==> config.mk <==
export PLATFORM = sky130hd
export DESIGN_NAME = bias_accum_out
export DESIGN_NICKNAME = d
export VERILOG_FILES = /design/src/rtl/bias_accum_out.sv
export SDC_FILE = /design/constraint.sdc
export NUM_CORES = 2
export LEC_CHECK = 0
export BUFFER_PORTS_ARGS = -buffer_cell sky130_fd_sc_hd__clkbuf_2
export CAP_MARGIN = 5
export CORE_ASPECT_RATIO = 0.75
export CORE_MARGIN = 2
export CORE_UTILIZATION = 55
export DETAILED_ROUTE_END_ITERATION = 10
export PLACE_DENSITY = 0.77
export SETUP_SLACK_MARGIN = 0.5
export SLEW_MARGIN = 20
export SYNTH_ARGS = -nofsm -noshare
export SYNTH_HDL_FRONTEND = slang
export SYNTH_SLANG_ARGS = --single-unit
==> constraint.sdc <==
create_clock -name clk -period 12.2 [get_ports clk]
set_clock_uncertainty 0.15 [all_clocks]
set_input_delay 0.61 -clock clk [delete_from_list [all_inputs] [get_ports clk]]
set_output_delay 0.61 -clock clk [all_outputs]
set_load 0.02 [all_outputs]
==> src/rtl/bias_accum_out.sv <==
// Per-lane bias + multi-pass partial-sum accumulator with rounding, saturating requantisation to int8.
// Optional BIAS_ACCUM_RELU_EN macro clamps negative lane results to zero.
module bias_accum_out #(
  parameter int N_adder_tree = 16,
  parameter int N_PASS       = 6,
  parameter int SHIFT        = 8,
  parameter int ACC_W        = 24
) (
  input  logic                        clk,
  input  logic                        rst,
  input  logic [N_adder_tree*18-1:0]  bias_q,
  input  logic [N_adder_tree*18-1:0]  psum,
  input  logic                        psum_valid,
  output logic                        psum_ready,
  output logic [N_adder_tree*8-1:0]   out_data,
  output logic                        out_valid,
  input  logic                        out_ready,
  output logic [4:0]                  pass_cnt
);

  localparam int DATA_W = 18;
  localparam int OUT_W  = 8;
  localparam logic [4:0] LAST = 5'(N_PASS - 1);
  localparam logic signed [ACC_W:0] RND    = (ACC_W+1)'(2 ** (SHIFT - 1));
  localparam logic signed [ACC_W:0] SAT_HI = (ACC_W+1)'(127);
  localparam logic signed [ACC_W:0] SAT_LO = (ACC_W+1)'(-128);

  function automatic logic signed [ACC_W-1:0] sext(input logic [DATA_W-1:0] v);
    return {{(ACC_W-DATA_W){v[DATA_W-1]}}, v};
  endfunction

  // Round half-up, arithmetic shift, saturate to int8; one guard bit keeps the rounding add from wrapping.
  function automatic logic [OUT_W-1:0] requant(input logic signed [ACC_W-1:0] s);
    logic signed [ACC_W:0] t;
    logic [OUT_W-1:0] q;
    t = {s[ACC_W-1], s};
    t = (t + RND) >>> SHIFT;
    if (t > SAT_HI)      q = 8'h7f;
    else if (t < SAT_LO) q = 8'h80;
    else                 q = t[OUT_W-1:0];
`ifdef BIAS_ACCUM_RELU_EN
    if (q[OUT_W-1]) q = '0;
`endif
    return q;
  endfunction

  logic signed [ACC_W-1:0] acc_p1 [N_adder_tree];
  logic signed [ACC_W-1:0] sum_p0 [N_adder_tree];
  logic [N_adder_tree*OUT_W-1:0] res_p0;
  logic accept_p0;
  logic last_p0;

  assign psum_ready = !(out_valid && !out_ready);
  assign accept_p0  = psum_valid && psum_ready;
  assign last_p0    = accept_p0 && (pass_cnt == LAST);

  // Stage 0: combinational lane sums and their requantised form
  always_comb begin
    res_p0 = '0;
    for (int i = 0; i < N_adder_tree; i++) begin
      sum_p0[i] = ((pass_cnt == '0) ? sext(bias_q[DATA_W*i +: DATA_W]) : acc_p1[i])
                  + sext(psum[DATA_W*i +: DATA_W]);
      res_p0[OUT_W*i +: OUT_W] = requant(sum_p0[i]);
    end
  end

  // Stage 1: accumulator, pass counter and output register
  always_ff @(posedge clk) begin
    if (rst) begin
      pass_cnt  <= '0;
      out_valid <= 1'b0;
      out_data  <= '0;
      for (int i = 0; i < N_adder_tree; i++) acc_p1[i] <= '0;
    end else begin
      if (accept_p0) begin
        for (int i = 0; i < N_adder_tree; i++) acc_p1[i] <= sum_p0[i];
        pass_cnt <= last_p0 ? 5'd0 : pass_cnt + 5'd1;
      end
      if (last_p0) begin
        out_data  <= res_p0;
        out_valid <= 1'b1;
      end else if (out_valid && out_ready) begin
        out_valid <= 1'b0;
      end
    end
  end

endmodule

# After elaboration in Yosys (flattened, before gate mapping)
# Memory sizes are Yosys's and may differ from the RTL's.
# Index checks and enable logic that the tools add are counted.
# word_totals
wordCells	166
ramBits	384
in_bits	580
n_memories	1
register_bits	134
# memory_table
memory	depth	word_bits	read_ports	rd_clocked_by_memory_dff	write_ports	line	text
acc_p1	16	24	16	0	16	47	logic signed [ACC_W-1:0] acc_p1 [N_adder_tree];
# classes
n_reduce_logical	8
order_cmp	32
eq_ne	1
bitwise	16
mux	72
n_addsub	33
# op_table
cell	count
24-bit two-way mux	32
24-bit by 9-bit adder with 25-bit output, second input constant	16
24-bit by 18-bit adder with 24-bit output	16
17-bit by 8-bit greater-than comparator with 1-bit output, second input constant	16
17-bit by 8-bit less-than comparator with 1-bit output, second input constant	16
8-bit two-way mux	32
1-bit bitwise OR	16
1-bit two-way mux	7
5-bit by 1-bit adder with 5-bit output, second input constant	1
5-bit by 3-bit equality test with 1-bit output, second input constant	1
5-bit logical NOT	1
5-bit two-way mux	1
1-bit logical AND	4
1-bit logical NOT	2
2-bit nonzero test	1

# Logic depth before layout (Yosys ltp)
# depth
ltp_word	8
ltp_mapped	27
ltp_nobuf	22

# Least setup slack after synthesis
# Ideal clock, no wire load.
# synth_path
kind	input to register
start	input port rst
end	memory acc_p1[0][0] (enable)
path_buffers	2
path_stages	4
t_arrival_ns	7.344
t_required_ns	9.214
setup_slack_ns	1.870
cell_sequence	inv_1 > clkbuf_1 > clkbuf_1 > nand2_1
# synth_lines
element	line	text
start, declared	10	input logic rst,
end, declared	47	

# Worst setup path after layout
# layout_path
start	register pass_cnt[0]
end	register out_data[14]
# layout_via
elab_chain_cells	7
# layout_rtl
element	line	text
start, declared	18	output logic [4:0] pass_cnt
start signal, assigned	77	pass_cnt <= last_p0 ? 5'd0 : pass_cnt + 5'd1;
5-bit logical NOT	61	sum_p0[i] = ((pass_cnt == '0) ? sext(bias_q[DATA_W*i +: DATA_W]) : acc_p1[i])
24-bit two-way mux	61	
24-bit by 18-bit adder with 24-bit output	62	+ sext(psum[DATA_W*i +: DATA_W]);
24-bit by 9-bit adder with 25-bit output	37	t = (t + RND) >>> SHIFT;
17-bit by 8-bit less-than comparator with 1-bit output	39	else if (t < SAT_LO) q = 8'h80;
8-bit two-way mux	39	
8-bit two-way mux	38	if (t > SAT_HI) q = 8'h7f;
end signal, assigned	80	out_data <= res_p0;
end, declared	15	output logic [N_adder_tree*8-1:0] out_data,
# Several ways; a longest one is shown, not always the timed one.
# A chain may end at the register's enable or synchronous reset.

==> insert_results.sql <==
INSERT INTO impl_metrics (metric_group, metric, value, unit) VALUES
('run_status', 'outcome', 'finished, final reports clean', ''),
('setup_path', 'reg2reg_slack', '4980', 'ps'),
('die', 'floorplan.core_area', '91200', 'µm²'),
('min_path', 'hold_path.class', 'input pin to flip-flop', ''),
('cells_and_area', 'final_design_area_no_fill', '57300', 'µm²'),
('routing', 'first_pass_iters', '6', ''),
('setup_path', 'critPathCaptureType', 'flip-flop', ''),
('grt', 'grt_overflow', '0', ''),
('cts', 'cts_buffer_depth', '3', ''),
('setup_path', 'rr_startpoint', 'pass_cnt[0]$_SDFFE_PP0P_', ''),
('cts', 'clock_latency', '670', 'ps'),
('yosys', 'synthesis.instances', '6488', ''),
('place', 'io_buffers', '714', ''),
('routing', 'drt_iter0_markers', '4549', ''),
('min_path', 'hold_path_end', 'out_valid$_SDFFE_PP0P_', ''),
('setup_path', 'cp-start-kind', 'flip-flop', ''),
('yosys', 'warning_count_from_the_yosys_run', '0', ''),
('cts', 'h_tree_level_count', '2', ''),
('power_and_ir_drop', 'vdd_ir_drop_max', '0.124', 'mV'),
('yosys', 'synth_compound_area_frac', '0.220', ''),
('cts', 'cts_tree', 'yes', ''),
('yosys', 'netlist-cell-type-count', '95', ''),
('cells_and_area', 'area_added_between_synthesis_and_finish', '13.5', '%'),
('timing', 'final-hold-violation-count', '0', ''),
('cts', 'clkTransAtPathRegs', '60', 'ps'),
('setup_path', 'r2r_end', 'out_data[14]$_SDFFE_PP0P_', ''),
('timing', 'fmax', '139', 'MHz'),
('yosys', 'post_synthesis_sequential_area_ratio', '0.282', ''),
('yosys', 'synthAdderAreaFrac', '0.110', ''),
('routing', 'drt_drc_violations_left', '0', ''),
('place', 'dp_slack', '5200', 'ps'),
('cts', 'cts.root.buffer_cell', 'sky130_fd_sc_hd__clkbuf_16', ''),
('place', 'dp_hpwl', '128', 'mm'),
('die', 'floorplan.io_pins', '715', ''),
('routing', 'antenna_left', '0', ''),
('cells_and_area', 'multiInputGateArea', '34700', 'µm²'),
('min_path', 'whs_path_depth', '3', ''),
('timing', 'timing.final.max_slew_violations', '0', ''),
('routing', 'post_drt_wl_per_cell', '20.1', 'µm'),
('grt', 'grt_max_degree', '149', ''),
('routing', 'detail_route.wirelength', '168', 'mm'),
('timing', 'post-route-worst-setup-slack', '4980', 'ps'),
('yosys', 'synth.avg_cell_area', '7.78', 'µm²'),
('cells_and_area', 'num-nets-final', '8070', ''),
('place', 'post-place-cells', '8219', ''),
('die', 'chipHeight', '266', 'µm'),
('timing', 'unrepaired_setup_endpoints_after_global_routing', 'no', ''),
('cts', 'ctsHoldBuffers', '0', ''),
('timing', 'min_period_over_period', '0.592', ''),
('timing', 'worst-slew-pin-transition', '1120', 'ps'),
('grt', 'global_route_wire_length_before_repair', '262', 'mm'),
('cts', 'cts.repair.resized', '0', ''),
('routing', 'viasPerCell', '6.20', ''),
('yosys', 'post_synth_and_or_nand_nor_area_fraction', '0.281', ''),
('place', 'final_weighted_congestion_in_routability_driven_placement', '0.967', ''),
('grt', 'grt_antenna_before_repair', '52', ''),
('place', 'total_cell_area_at_the_placement_stage', '55000', 'µm²'),
('cts', 'post-cts-setup-buffer-count', '0', ''),
('yosys', 'synth_top_family_by_area', 'simple AND/OR/NAND/NOR gates', ''),
('cts', 'numCtsBuffers', '60', ''),
('cells_and_area', 'instances_no_fill', '8366', ''),
('min_path', 'min-delay-start', 'out_ready', ''),
('power_and_ir_drop', 'power_density', '159', 'nW/µm²'),
('cells_and_area', 'sequential_cell_area', '14200', 'µm²'),
('cells_and_area', 'final_layout_size_suffix_gt1_frac', '0.136', ''),
('setup_path', 'worst-setup-path-type', 'flip-flop to flip-flop', ''),
('power_and_ir_drop', 'leakagePower', '26.0', 'nW'),
('timing', 'slew_headroom', '0.253', ''),
('cts', 'clock-sinks', '518', ''),
('timing', 'period_minus_slack', '7220', 'ps'),
('yosys', 'yosys.area_share.xor_xnor', '0.0672', '');
==> stage by stage <==
| step | util | hold WS [ps] | power (mW) |
|---|---|---|---|
| 3_3_place_gp | 0.603 | 296 | 6.88 |
| 3_5_place_dp | 0.603 | 299 | 6.97 |
| 4_1_cts | 0.627 | 122 | 9.02 |
| 5_1_grt | 0.628 | 155 | 9.71 |
| 2_1_floorplan | - | 380 | 5.86 |
| 6_report | 0.628 | 162 | 9.09 |
==> power by group <==
part | internal, mW | switching [mW]
sequential | 2.18 | 0.0599
clock | 1.19 | 0.840
combinational | 1.78 | 3.04
total | 5.16 | 3.94
==> worst max-delay path by stage <==
| stage | startpoint | endpoint | slack [ps] | cells after the start |
|---|---|---|---|---|
| after floorplan | rst | acc_p1[0][0]$_SDFFCE_PN0P_ | 1870 | 4 |
| after global placement | pass_cnt[0]$_SDFFE_PP0P_ | out_data[97]$_SDFFE_PP0P_ | 5300 | 21 |
| after detailed placement | pass_cnt[0]$_SDFFE_PP0P_ | out_data[51]$_SDFFE_PP0P_ | 5200 | 23 |
| after CTS | pass_cnt[0]$_SDFFE_PP0P_ | out_data[54]$_SDFFE_PP0P_ | 5130 | 23 |
| after global routing | pass_cnt[1]$_SDFFE_PP0P_ | out_data[53]$_SDFFE_PP0P_ | 4520 | 23 |
| final | pass_cnt[0]$_SDFFE_PP0P_ | out_data[14]$_SDFFE_PP0P_ | 4980 | 21 |
==> state kept, by name, indices dropped and copies added (netlist names) <==
register	count
acc_p1	384
out_data	128
out_valid	1
pass_cnt	5
==> area by class of cell <==
cell class	instances	share of cell area
tap	1225	0.0268
multi-input combinational	5559	0.606
clock buffer	91	0.0353
antenna	33	0.00144
inverter	170	0.0112
clock inverter	23	0.00323
timing repair buffer	747	0.0675
sequential	518	0.248
==> cell families (layout without fill, tap and decap cells) <==
group	Yosys count	in the layout
xor+xnor	387	387
mux	45	45
fa+ha+maj	434	434
simple gates	3052	3052
other cells	0	33
flops	518	518
compound gates	1641	1641
buf+inv	411	1031
==> routing by layer <==
layer  track usage  vias to the layer above  share of wire
li1              -                    24900              -
met1         0.474                    24400           0.44
met2         0.537                     2164           0.44
met3        0.0575                      368          0.083
met4         0.124                       32          0.038
met5             0                        -         0.0012
==> cell usage in the layout, fill, tap and decap left out, types with 176 or more instances in the layout <==
cell type / instances
sky130_fd_sc_hd__nor3_1: 187
sky130_fd_sc_hd__nand2_1: 1362
sky130_fd_sc_hd__edfxtp_1: 384
sky130_fd_sc_hd__nand3_1: 176
sky130_fd_sc_hd__a21oi_1: 398
sky130_fd_sc_hd__ha_1: 418
sky130_fd_sc_hd__clkbuf_2: 713
sky130_fd_sc_hd__xnor2_1: 227
sky130_fd_sc_hd__o21ai_0: 305
sky130_fd_sc_hd__nor2_1: 583
==> worst max-delay path: stages (launching register included) <==
cell	delay, ps
sky130_fd_sc_hd__dfxtp_1	450
sky130_fd_sc_hd__inv_1	70
sky130_fd_sc_hd__ha_1	220
sky130_fd_sc_hd__nand3b_1	180
sky130_fd_sc_hd__buf_12	410
sky130_fd_sc_hd__buf_4	720
sky130_fd_sc_hd__nand2_1	110
sky130_fd_sc_hd__nand2_1	120
sky130_fd_sc_hd__inv_1	60
sky130_fd_sc_hd__fa_1	410
sky130_fd_sc_hd__nand2b_1	180
sky130_fd_sc_hd__a211oi_1	390
sky130_fd_sc_hd__o211ai_1	250
sky130_fd_sc_hd__o21ai_2	310
sky130_fd_sc_hd__a31o_2	270
sky130_fd_sc_hd__xnor2_1	200
sky130_fd_sc_hd__nor4bb_1	800
sky130_fd_sc_hd__nand4_1	220
sky130_fd_sc_hd__or4b_2	640
sky130_fd_sc_hd__nand2_1	100
sky130_fd_sc_hd__a31oi_1	280
sky130_fd_sc_hd__a221o_1	370
==> synthesized netlist by cell type, types with 134 or more instances <==
cell,n,share of area
sky130_fd_sc_hd__clkbuf_1,229,0.017
sky130_fd_sc_hd__a21oi_1,398,0.039
sky130_fd_sc_hd__ha_1,418,0.10
sky130_fd_sc_hd__and2_1,138,0.017
sky130_fd_sc_hd__o21ai_0,305,0.030
sky130_fd_sc_hd__nor2_1,586,0.044
sky130_fd_sc_hd__dfxtp_1,134,0.053
sky130_fd_sc_hd__nand2_1,1364,0.10
sky130_fd_sc_hd__inv_1,170,0.013
sky130_fd_sc_hd__nand3_1,176,0.017
sky130_fd_sc_hd__nor3_1,187,0.019
sky130_fd_sc_hd__edfxtp_1,384,0.23
sky130_fd_sc_hd__xor2_1,160,0.028
sky130_fd_sc_hd__xnor2_1,227,0.039
sky130_fd_sc_hd__a21o_1,152,0.023
No activity file was read; power rests on OpenSTA's default activity.
